`src/rtl/ddr3_test_pkg.sv`:
```
// Shared DDR3 exercise types: checker FSM states, default beat geometry and the
// deterministic read/write data pattern used by both the write generator and the checker.
package ddr3_test_pkg;

    localparam int unsigned DDR3_DATA_W  = 64;
    localparam int unsigned DDR3_BEATS_W = 16;
    // Widest half-beat the word replicator can cover (DATA_W up to 512).
    localparam int unsigned PAT_REP_W    = 256;

    typedef enum logic [1:0] {
        ST_IDLE,
        ST_CHECK,
        ST_FLUSH,
        ST_DONE
    } chk_state_e;

    function automatic logic [31:0] pattern_word(input logic [31:0] seed, input logic [31:0] k);
        return seed + k;
    endfunction

    function automatic logic [PAT_REP_W-1:0] rep_word(input logic [31:0] w);
        return {(PAT_REP_W / 32){w}};
    endfunction

    // Beat k: upper half carries seed+k, lower half its complement.
    function automatic logic [DDR3_DATA_W-1:0] pattern(input logic [31:0] seed, input logic [31:0] k);
        logic [31:0]          w;
        logic [PAT_REP_W-1:0] hi;
        logic [PAT_REP_W-1:0] lo;
        w  = pattern_word(seed, k);
        hi = rep_word(w);
        lo = rep_word(~w);
        return {hi[DDR3_DATA_W/2-1:0], lo[DDR3_DATA_W/2-1:0]};
    endfunction

endpackage

```
`src/rtl/ddr3_pattern_gen.sv`:
```
// Expected-beat generator: holds the run seed and beat index, presents the
// expected beat for the current index and advances on each accepted beat.
module ddr3_pattern_gen
    import ddr3_test_pkg::*;
#(
    parameter int unsigned DATA_W  = DDR3_DATA_W,
    parameter int unsigned BEATS_W = DDR3_BEATS_W
) (
    input  logic               clk,
    input  logic               rstn,
    input  logic               load,
    input  logic [31:0]        seed,
    input  logic               adv,
    output logic [BEATS_W-1:0] k,
    output logic [DATA_W-1:0]  exp_beat_c
);

    localparam int unsigned HALF_W = DATA_W / 2;

    logic [31:0]          seed_q;
    logic [31:0]          seed_d;
    logic [BEATS_W-1:0]   k_q;
    logic [BEATS_W-1:0]   k_d;
    logic [31:0]          word_c;
    logic [PAT_REP_W-1:0] hi_rep_c;
    logic [PAT_REP_W-1:0] lo_rep_c;

    always_comb begin
        seed_d = seed_q;
        k_d    = k_q;
        if (load) begin
            seed_d = seed;
            k_d    = '0;
        end else if (adv) begin
            k_d = k_q + BEATS_W'(1);
        end
    end

    always_ff @(posedge clk) begin
        if (!rstn) begin
            seed_q <= '0;
            k_q    <= '0;
        end else begin
            seed_q <= seed_d;
            k_q    <= k_d;
        end
    end

    // Each 32-bit word is replicated, then truncated to half the beat width.
    always_comb begin
        word_c     = pattern_word(seed_q, 32'(k_q));
        hi_rep_c   = rep_word(word_c);
        lo_rep_c   = rep_word(~word_c);
        exp_beat_c = {hi_rep_c[HALF_W-1:0], lo_rep_c[HALF_W-1:0]};
    end

    assign k = k_q;

endmodule

```
`config.mk`:
```
export PLATFORM = sky130hd
export DESIGN_NAME = ddr3_pattern_gen
export DESIGN_NICKNAME = d
export VERILOG_FILES = /design/src/rtl/ddr3_test_pkg.sv /design/src/rtl/ddr3_pattern_gen.sv
export SDC_FILE = /design/constraint.sdc
export NUM_CORES = 1
export LEC_CHECK = 0
export CAP_MARGIN = 20
export CORE_ASPECT_RATIO = 1.75
export CORE_MARGIN = 1.5
export CORE_UTILIZATION = 47
export CTS_BUF_LIST = sky130_fd_sc_hd__clkbuf_2
export DETAILED_ROUTE_END_ITERATION = 16
export GPL_ROUTABILITY_DRIVEN = 0
export HOLD_SLACK_MARGIN = 0.08
export PLACE_DENSITY_LB_ADDON = 0.25
export SLEW_MARGIN = 20
export SYNTH_ARGS = -nofsm -noshare
export SYNTH_HDL_FRONTEND = slang
export SYNTH_SLANG_ARGS = --single-unit
```
`constraint.sdc`:
```
create_clock -name clk -period 3.46 [get_ports clk]
set_input_delay 0.346 -clock clk [delete_from_list [all_inputs] [get_ports clk]]
set_output_delay 0.346 -clock clk [all_outputs]
set_load 0.02 [all_outputs]
```
== After elaboration in Yosys (flattened, before gate mapping) ==
Cells that the tools add are included.

* Bits in registers: 48
* Latch bits: 0
* Bits in writable memories: 0
* Memory bits (read-only): 0
* Input port bits: 36
* Output and inout bits: 80
* Logic and storage cells: 7
* Memories kept: 0

* Add/subtract/negate cells: 2
* Multiply operators: 0
* Divide/modulo/power cells: 0
* Order comparisons: 0
* Equal/unequal tests: 0
* Shift operators: 0
* Mux-type cells: 0
* Bitwise operators: 2
* Reductions and logical operators: 1

{| class="wikitable"
|+ Operators with widths
! kind !! count
|-
| 32-bit by 16-bit adder with 32-bit output || 1
|-
| 32-bit NOT || 1
|-
| 16-bit by 1-bit adder with 16-bit output (second input constant) || 1
|-
| 2-bit OR reduction || 1
|-
| 1-bit NOT || 1
|}

== Depth between registers and ports, before layout ==
Gate-level depths: netlist (run 1).

* Depth after elaboration: 2
* Depth in mapped cells: 8
* Mapped depth without buffers: 8

== Worst setup path after synthesis (run 1) ==
No wires, ideal clock.

* Path kind: flip-flop to output port
* Start: register k_q[0] (netlist: k[0])
* End: output port exp_beat_c[14]
* Arrival: 2.740 ns
* Data required time: 3.114 ns
* Path slack: 0.374 ns
* Stages on the path, launching flop included: 9
* Path buffers: 0
* Cells stage by stage: dfxtp_1 -> ha_1 -> fa_1 -> a21o_1 -> a221oi_1 -> and4bb_2 -> o21ai_0 -> nor3b_1 -> xor2_1

* Word-level cells in the longest chain between the ends: 2

{| class="wikitable"
|+ Ends and longest elaborated chain
! element !! line !! source
|-
| from (decl) || ddr3_pattern_gen.sv:22 || <nowiki>logic [BEATS_W-1:0] k_q;</nowiki>
|-
| from (signal assigned) || ddr3_pattern_gen.sv:45 || <nowiki>k_q <= k_d;</nowiki>
|-
| 32-bit by 16-bit adder with 32-bit output || ddr3_test_pkg.sv:18 || <nowiki>return seed + k;</nowiki>
|-
| 32-bit NOT || ddr3_pattern_gen.sv:53 || <nowiki>lo_rep_c = rep_word(~word_c);</nowiki>
|-
| to (decl) || ddr3_pattern_gen.sv:15 || <nowiki>output logic [DATA_W-1:0] exp_beat_c</nowiki>
|}

Every way passes these cells.

== Worst setup path after layout (run 1) ==
* Start: register k_q[1] (netlist: k[1])
* End: output port exp_beat_c[31]

Same word-level chain as after synthesis.

==> flow_summary.toml, run 1 <==
[synth]
synthXorXnorAreaFrac_pct = 16.95
avgSynthCellArea_um2 = 8.752
synthMuxAreaShare_pct = 10.31
ys_ff_latch = 48
synth-simple-area-share_pct = 20.12
syn_nets = 420
synth_enable_flop_cells = 0
postSynthCellCount = 366
async_flop_share_pct = 0
synth.distinct_cells = 38
synth_top_family_by_area = "simple AND/OR/NAND/NOR gates"
synth_compound_area_share_pct = 11.72
ys_seq_area_share_pct = 30.00
synth_area_um2 = 3203
synthFlopType = "dfxtp_1"
synthAdderAreaFrac_pct = 7.266
ys_warn_count = 0

[sta]
worst_pin_slew_ns = 0.6116
hold_violations = 0
slew_headroom_pct = 59.23
fmax_mhz = 298.2
slew_viol_final = 0
finClkSkew_ns = 0.02274
final.setup.tns_ns = 0
finalCriticalPeriod_ns = 3.353
finalCritPeriodShare_pct = 96.90
setup_viol = 0

[pwr]
vdd_drop_max_v = 0.0001582
p_per_area_nw_per_um2 = 248.0
finalPower_w = 0.001150
p_leak_nw = 2.015

[setup_path]
worstReg2RegEnd = "k[15]"
crit_arrival_ns = 3.01
critPathMaxFanout = 6
r2r_cells = 7
r2r-start = "k[4]"
critPathLaunchType = "flip-flop"
end_kind = "output pin"
worstPathRequired_ns = 3.11
r2r_slack_ns = 1.62
critical_path_class = "reg2out"

[floorplan]
core-area_um2 = 6539
io_pins = 116
die_w_um = 65.41
die_area_um2 = 7339
num_rows = 39
fp.dieH_um = 112.2
start_util_pct = 48.99

[clock_network]
h-tree-depth = 2
cts.reportedPaths.clkPinSlew_ns = 0.28
cts_hold_buf = 0
clock_latency_ns = 0.45
cts_tree = "built"
clock_tree.root_cell = "clkbuf_2"
clock_path_buffers = 2
cts_buffers = 5
numClockSinks = 48

[hold_path]
min_from = "seed[4]"
worstHoldPathType = "in2reg"
whs_path_depth = 3
min_to = "seed_q[4]"

[placement]
io_buffer_count = 115
dp_cells = 564
hpwl_um = 6640

[layout]
layout_common_cells = "clkdlybuf4s50_1, dfxtp_1, nor2b_1, mux2i_1, xor2_1"
drive_above_1_share_pct = 16.87
instances_no_fill = 574
final_common_cell = "clkdlybuf4s50_1"
nets = 545
syn_to_final_growth_pct = 44.80
n_antenna_cell = 0

[route]
vias = 3052
dr.pass1.iters = 4
ant_nets = 0
totalWireLength_um = 8943
routed_via_density = 5.317
drtIter0Drc = 166
avgRoutedWirePerCell_um = 15.58
drc = 0

[job]
max_cap_viol_count = 0

[global_routing]
grt_pass1_wl_um = 14190
gr-usage-all-layers_pct = 24.32
grt_overflow_total = 0
grt_antenna_before_repair = 0
grt_pass1_vias = 3045
grt_start_max_net_pins = 34

[run_status]
status = "finished clean"
[flip-flops by register name, indices dropped and copies added (netlist names)]
| name | count |
|---|---|
| seed_q | 32 |
| k | 16 |
[metal layers]
metal	up-vias	global-route usage (%)	wire length [µm]
met2	105	46.87	4977
met3	19	5.010	447
met1	1427	25.17	3311
li1	1501	-	-
met5	-	0	0
met4	0	7.778	206
[metrics by stage]
stage / setup slack, ns / hold slack (ns) / instance area [µm²] / util (%)
floorplan: 0.3742 / 0.4742 / 3203 / -
global placement: -0.01015 / 0.5029 / 4519 / 69.12
detailed placement: -0.04766 / 0.5127 / 4519 / 69.12
CTS: 0.002994 / 0.4708 / 4534 / 69.35
global route: -0.01413 / 0.4536 / 4638 / 70.93
finish: 0.1071 / 0.4709 / 4638 / 70.93
[timing repair]
item	in CTS	in global routing
endpoints found under the setup margin	40	39
resized for setup	134	29
setup buffers	0	2
pin swaps	2	4
[critical path, cell delays in order (launching register included)]
cell,delay (ns)
dfxtp_4,0.43
ha_4,0.27
a211oi_2,0.08
o311a_1,0.40
o21ba_4,0.26
o211a_4,0.27
or4b_4,0.52
xor2_1,0.16
buf_4,0.16
[where the power goes]
group / switching, W / internal (W) / leakage, nW / total [W]
clock: 0.000195 / 0.0000466 / 0.0226 / 0.000242
sequential: 0.0000275 / 0.000577 / 0.398 / 0.000604
combinational: 0.000149 / 0.000155 / 1.59 / 0.000304
total: 0.000372 / 0.000779 / 2.01 / 0.00115
[layout make-up]
type | count | area [µm²]
Fill cell | 565 | 1901
Timing Repair Buffer | 134 | 1194
Clock buffer | 5 | 25.02
Inverter | 15 | 56.30
Sequential cell | 48 | 978.4
Multi-Input combinational cell | 287 | 2263
Clock inverter | 3 | 18.77
Tap cell | 82 | 102.6
[worst max path at each step]
stage,startpoint,endpoint,slack (ns),cells after the start
final,k[1],exp_beat_c[31],0.11,8
after global routing,k[1],exp_beat_c[16],-0.01,10
after CTS,k[3],exp_beat_c[31],0.003,8
after detailed placement,k[0],exp_beat_c[14],-0.05,10
after global placement,k[0],exp_beat_c[14],-0.01,10
after floorplan,k[0],exp_beat_c[14],0.37,8
[cell usage after synthesis, drive strengths merged, types with 2 or more instances]
library cell | n | area [µm²]
nand4 | 7 | 43.79
nor3 | 3 | 15.01
nand3 | 8 | 40.04
nor2 | 17 | 63.81
xnor2 | 30 | 262.8
or3 | 4 | 25.02
o21bai | 2 | 18.77
inv | 15 | 56.30
nand2 | 21 | 78.83
mux2i | 33 | 330.3
a21oi | 19 | 95.09
buf | 4 | 15.01
dfxtp | 48 | 960.9
o21a | 2 | 15.01
o31ai | 2 | 15.01
xor2 | 32 | 280.3
a21o | 8 | 60.06
nand2b | 4 | 25.02
nor2b | 35 | 219.0
clkbuf | 12 | 45.04
and3 | 9 | 56.30
ha | 17 | 212.7
o21ai | 11 | 55.05
and2 | 2 | 12.51
a211oi | 6 | 45.04
nor3b | 4 | 30.03
[cells by family after synthesis]
kind of cell             after synthesis
AND/OR/NAND/NOR                      117
XOR/XNOR                              62
AO/OA/AOI/OAI                         57
flip-flops                            48
multiplexers                          33
buffers and inverters                 31
adder cells (fa/ha/maj)               18
No activity file was read; power rests on OpenSTA's default activity.
==> run 2: changes to the inputs <==
--- a/config.mk
+++ b/config.mk
@@ -8,11 +8,10 @@
 export CAP_MARGIN = 20
 export CORE_ASPECT_RATIO = 1.75
 export CORE_MARGIN = 1.5
-export CORE_UTILIZATION = 47
+export CORE_UTILIZATION = 28
 export CTS_BUF_LIST = sky130_fd_sc_hd__clkbuf_2
 export DETAILED_ROUTE_END_ITERATION = 16
 export GPL_ROUTABILITY_DRIVEN = 0
-export HOLD_SLACK_MARGIN = 0.08
 export PLACE_DENSITY_LB_ADDON = 0.25
 export SLEW_MARGIN = 20
 export SYNTH_ARGS = -nofsm -noshare
==> run 2 against run 1 <==
Power down 0.61%. Clock-buffer cell count up 1. Flip-flop and latch count unchanged. Combinational power is essentially flat. Sequential share of layout area is 0.58 points lower. First-iteration DRC count fell by 57%. Utilization decreased by 29 points. Via count down 1.1%. Critical path type unchanged. Highest routed layer unchanged. Register-to-register slack better by 0.06 ns. Sequential power barely moved. Clock power down 3%.
==> flow_summary.toml, run 2 (synthesized netlist as in run 1, its figures left out) <==
[placement]
pre_cts_ws_ns = -0.03565
dp_cells = 622
io_buffer_count = 115
hpwl_um = 7401

[setup_path]
worstPathCellList = "ha_2, nor2_1, o311a_1, o21ba_1, o211a_4, or4b_4, xor2_2, buf_4"
cp_slowest_stage_delay_ns = 0.53
critical_path_class = "reg2out"
end_kind = "output pin"
cp_slowest_cell = "or4b_4"
crit_arrival_ns = 2.97
critPathLaunchType = "flip-flop"
critPathMaxFanout = 6
worstPathRequired_ns = 3.11

[layout]
drive_above_1_share_pct = 17.84
final_common_cell = "clkdlybuf4s50_1"
syn_to_final_growth_pct = 47.34
fin_util_pct = 42.26
layout_common_cells = "clkdlybuf4s50_1, dfxtp_1, buf_4, nor2b_1, mux2i_1"
regMostFlops = "seed_q"
instances_no_fill = 632
largest_reg_flops = 32
nets = 553

[route]
drtIter0Drc = 72
avgRoutedWirePerCell_um = 14.95
dr.pass1.iters = 4
ant_nets = 0
drc = 0
routed_via_density = 4.774
vias = 3017
totalWireLength_um = 9449

[sta]
slew_viol_final = 0
slew_headroom_pct = 55.70
hold_violations = 0
timing.hold.ws_ns = 0.3949
fmax_mhz = 301.6
finalWorstSetupSlack_ns = 0.1441
finalCriticalPeriod_ns = 3.316
worst_pin_slew_ns = 0.6645
grt_setup_unrepaired = "yes"
finalCritPeriodShare_pct = 95.84
setup_viol = 0
finClkSkew_ns = 0.02885

[clock_network]
numClockSinks = 48
cts_hold_buf = 0
clock_path_buffers = 2
h-tree-depth = 2
cts.reportedPaths.clkPinSlew_ns = 0.24
clock_tree.root_cell = "clkbuf_2"
clock_latency_ns = 0.45
cts_buffers = 5
cts_tree = "built"

[global_routing]
grt_antenna_before_repair = 1
grt_overflow_total = 0
grt_pass1_wl_um = 14750
grt_start_max_net_pins = 33
gr-usage-all-layers_pct = 15.37
grt_pass1_vias = 2990

[floorplan]
core-area_um2 = 11170
fp.dieH_um = 144.5
start_util_pct = 28.68
die_area_um2 = 12120
die_w_um = 83.85
num_rows = 51
io_pins = 116

[pwr]
finalPower_w = 0.001143
vdd_drop_max_v = 0.0001519
p_sw_share_pct = 31.62
clkPwrFrac_pct = 20.4
comb_power_share_pct = 26.7
sequentialPowerShare_pct = 52.8
power.switching_w = 0.0003615
p_per_area_nw_per_um2 = 242.3
cellInternalPower_w = 0.0007818
p_leak_nw = 2.044

[hold_path]
worstHoldPathType = "in2reg"

[job]
max_cap_viol_count = 0

[run_status]
status = "finished clean"
-- run 2: cell type report --
cell class                 count  area (µm²)
fill                        1126        6447
multi-input combinational    287        2227
timing repair buffer         142        1265
sequential                    48       968.4
tap                          132       165.2
inverter                      15       56.30
clock buffer                   6       30.03
clock inverter                 1       5.005
antenna                        1       2.502
-- run 2: repair_timing --
action	CTS	global route
gates resized for setup	133	35
hold endpoints to repair	0	0
setup buffers	1	1
setup endpoints to repair	42	32
pin swaps	1	8
-- run 2: worst max-delay path: cells and delay by family (launching register included) --
family | cells | cell delay, ns
adder cells (fa/ha/maj) | 1 | 0.33
flip-flops | 1 | 0.39
AO/OA/AOI/OAI | 3 | 0.91
buffers and inverters | 1 | 0.16
AND/OR/NAND/NOR | 2 | 0.59
XOR/XNOR | 1 | 0.16
-- run 2: metal layers --
layer  global-route usage [%]  up-vias  wire length, µm
met4                    6.816        0              289
li1                         -     1517                -
met5                        0        -                0
met1                    15.49     1379             3475
met3                    3.253       20              512
met2                    29.97      101             5171
-- run 2: final timing paths --
check             cells past startpoint       from  slack [ns]             end
setup / recovery                      8  seed_q[2]        0.14  exp_beat_c[31]
hold / removal                        3       load        0.39       seed_q[2]
setup reg to reg                      7       k[4]        1.68           k[15]
hold reg to reg                       2       k[7]        0.54            k[7]
-- run 2: through the flow --
stage	cell area [µm²]	TNS, ns
3_3_place_gp	4642	-0.01313
3_5_place_dp	4642	-0.04131
6_report	4720	0
5_1_grt	4720	-0.1876
4_1_cts	4618	-0.004403
2_1_floorplan	3203	0
-- run 2: power groups by stage --
stage                     Sequential, W  Clock [W]  Combinational (W)
final                          0.000604   0.000234           0.000306
after CTS                      0.000604   0.000245           0.000306
after detailed placement       0.000614          0           0.000324
after global placement         0.000613          0           0.000322
after floorplan                0.000605          0           0.000170
after global routing           0.000609   0.000271           0.000328
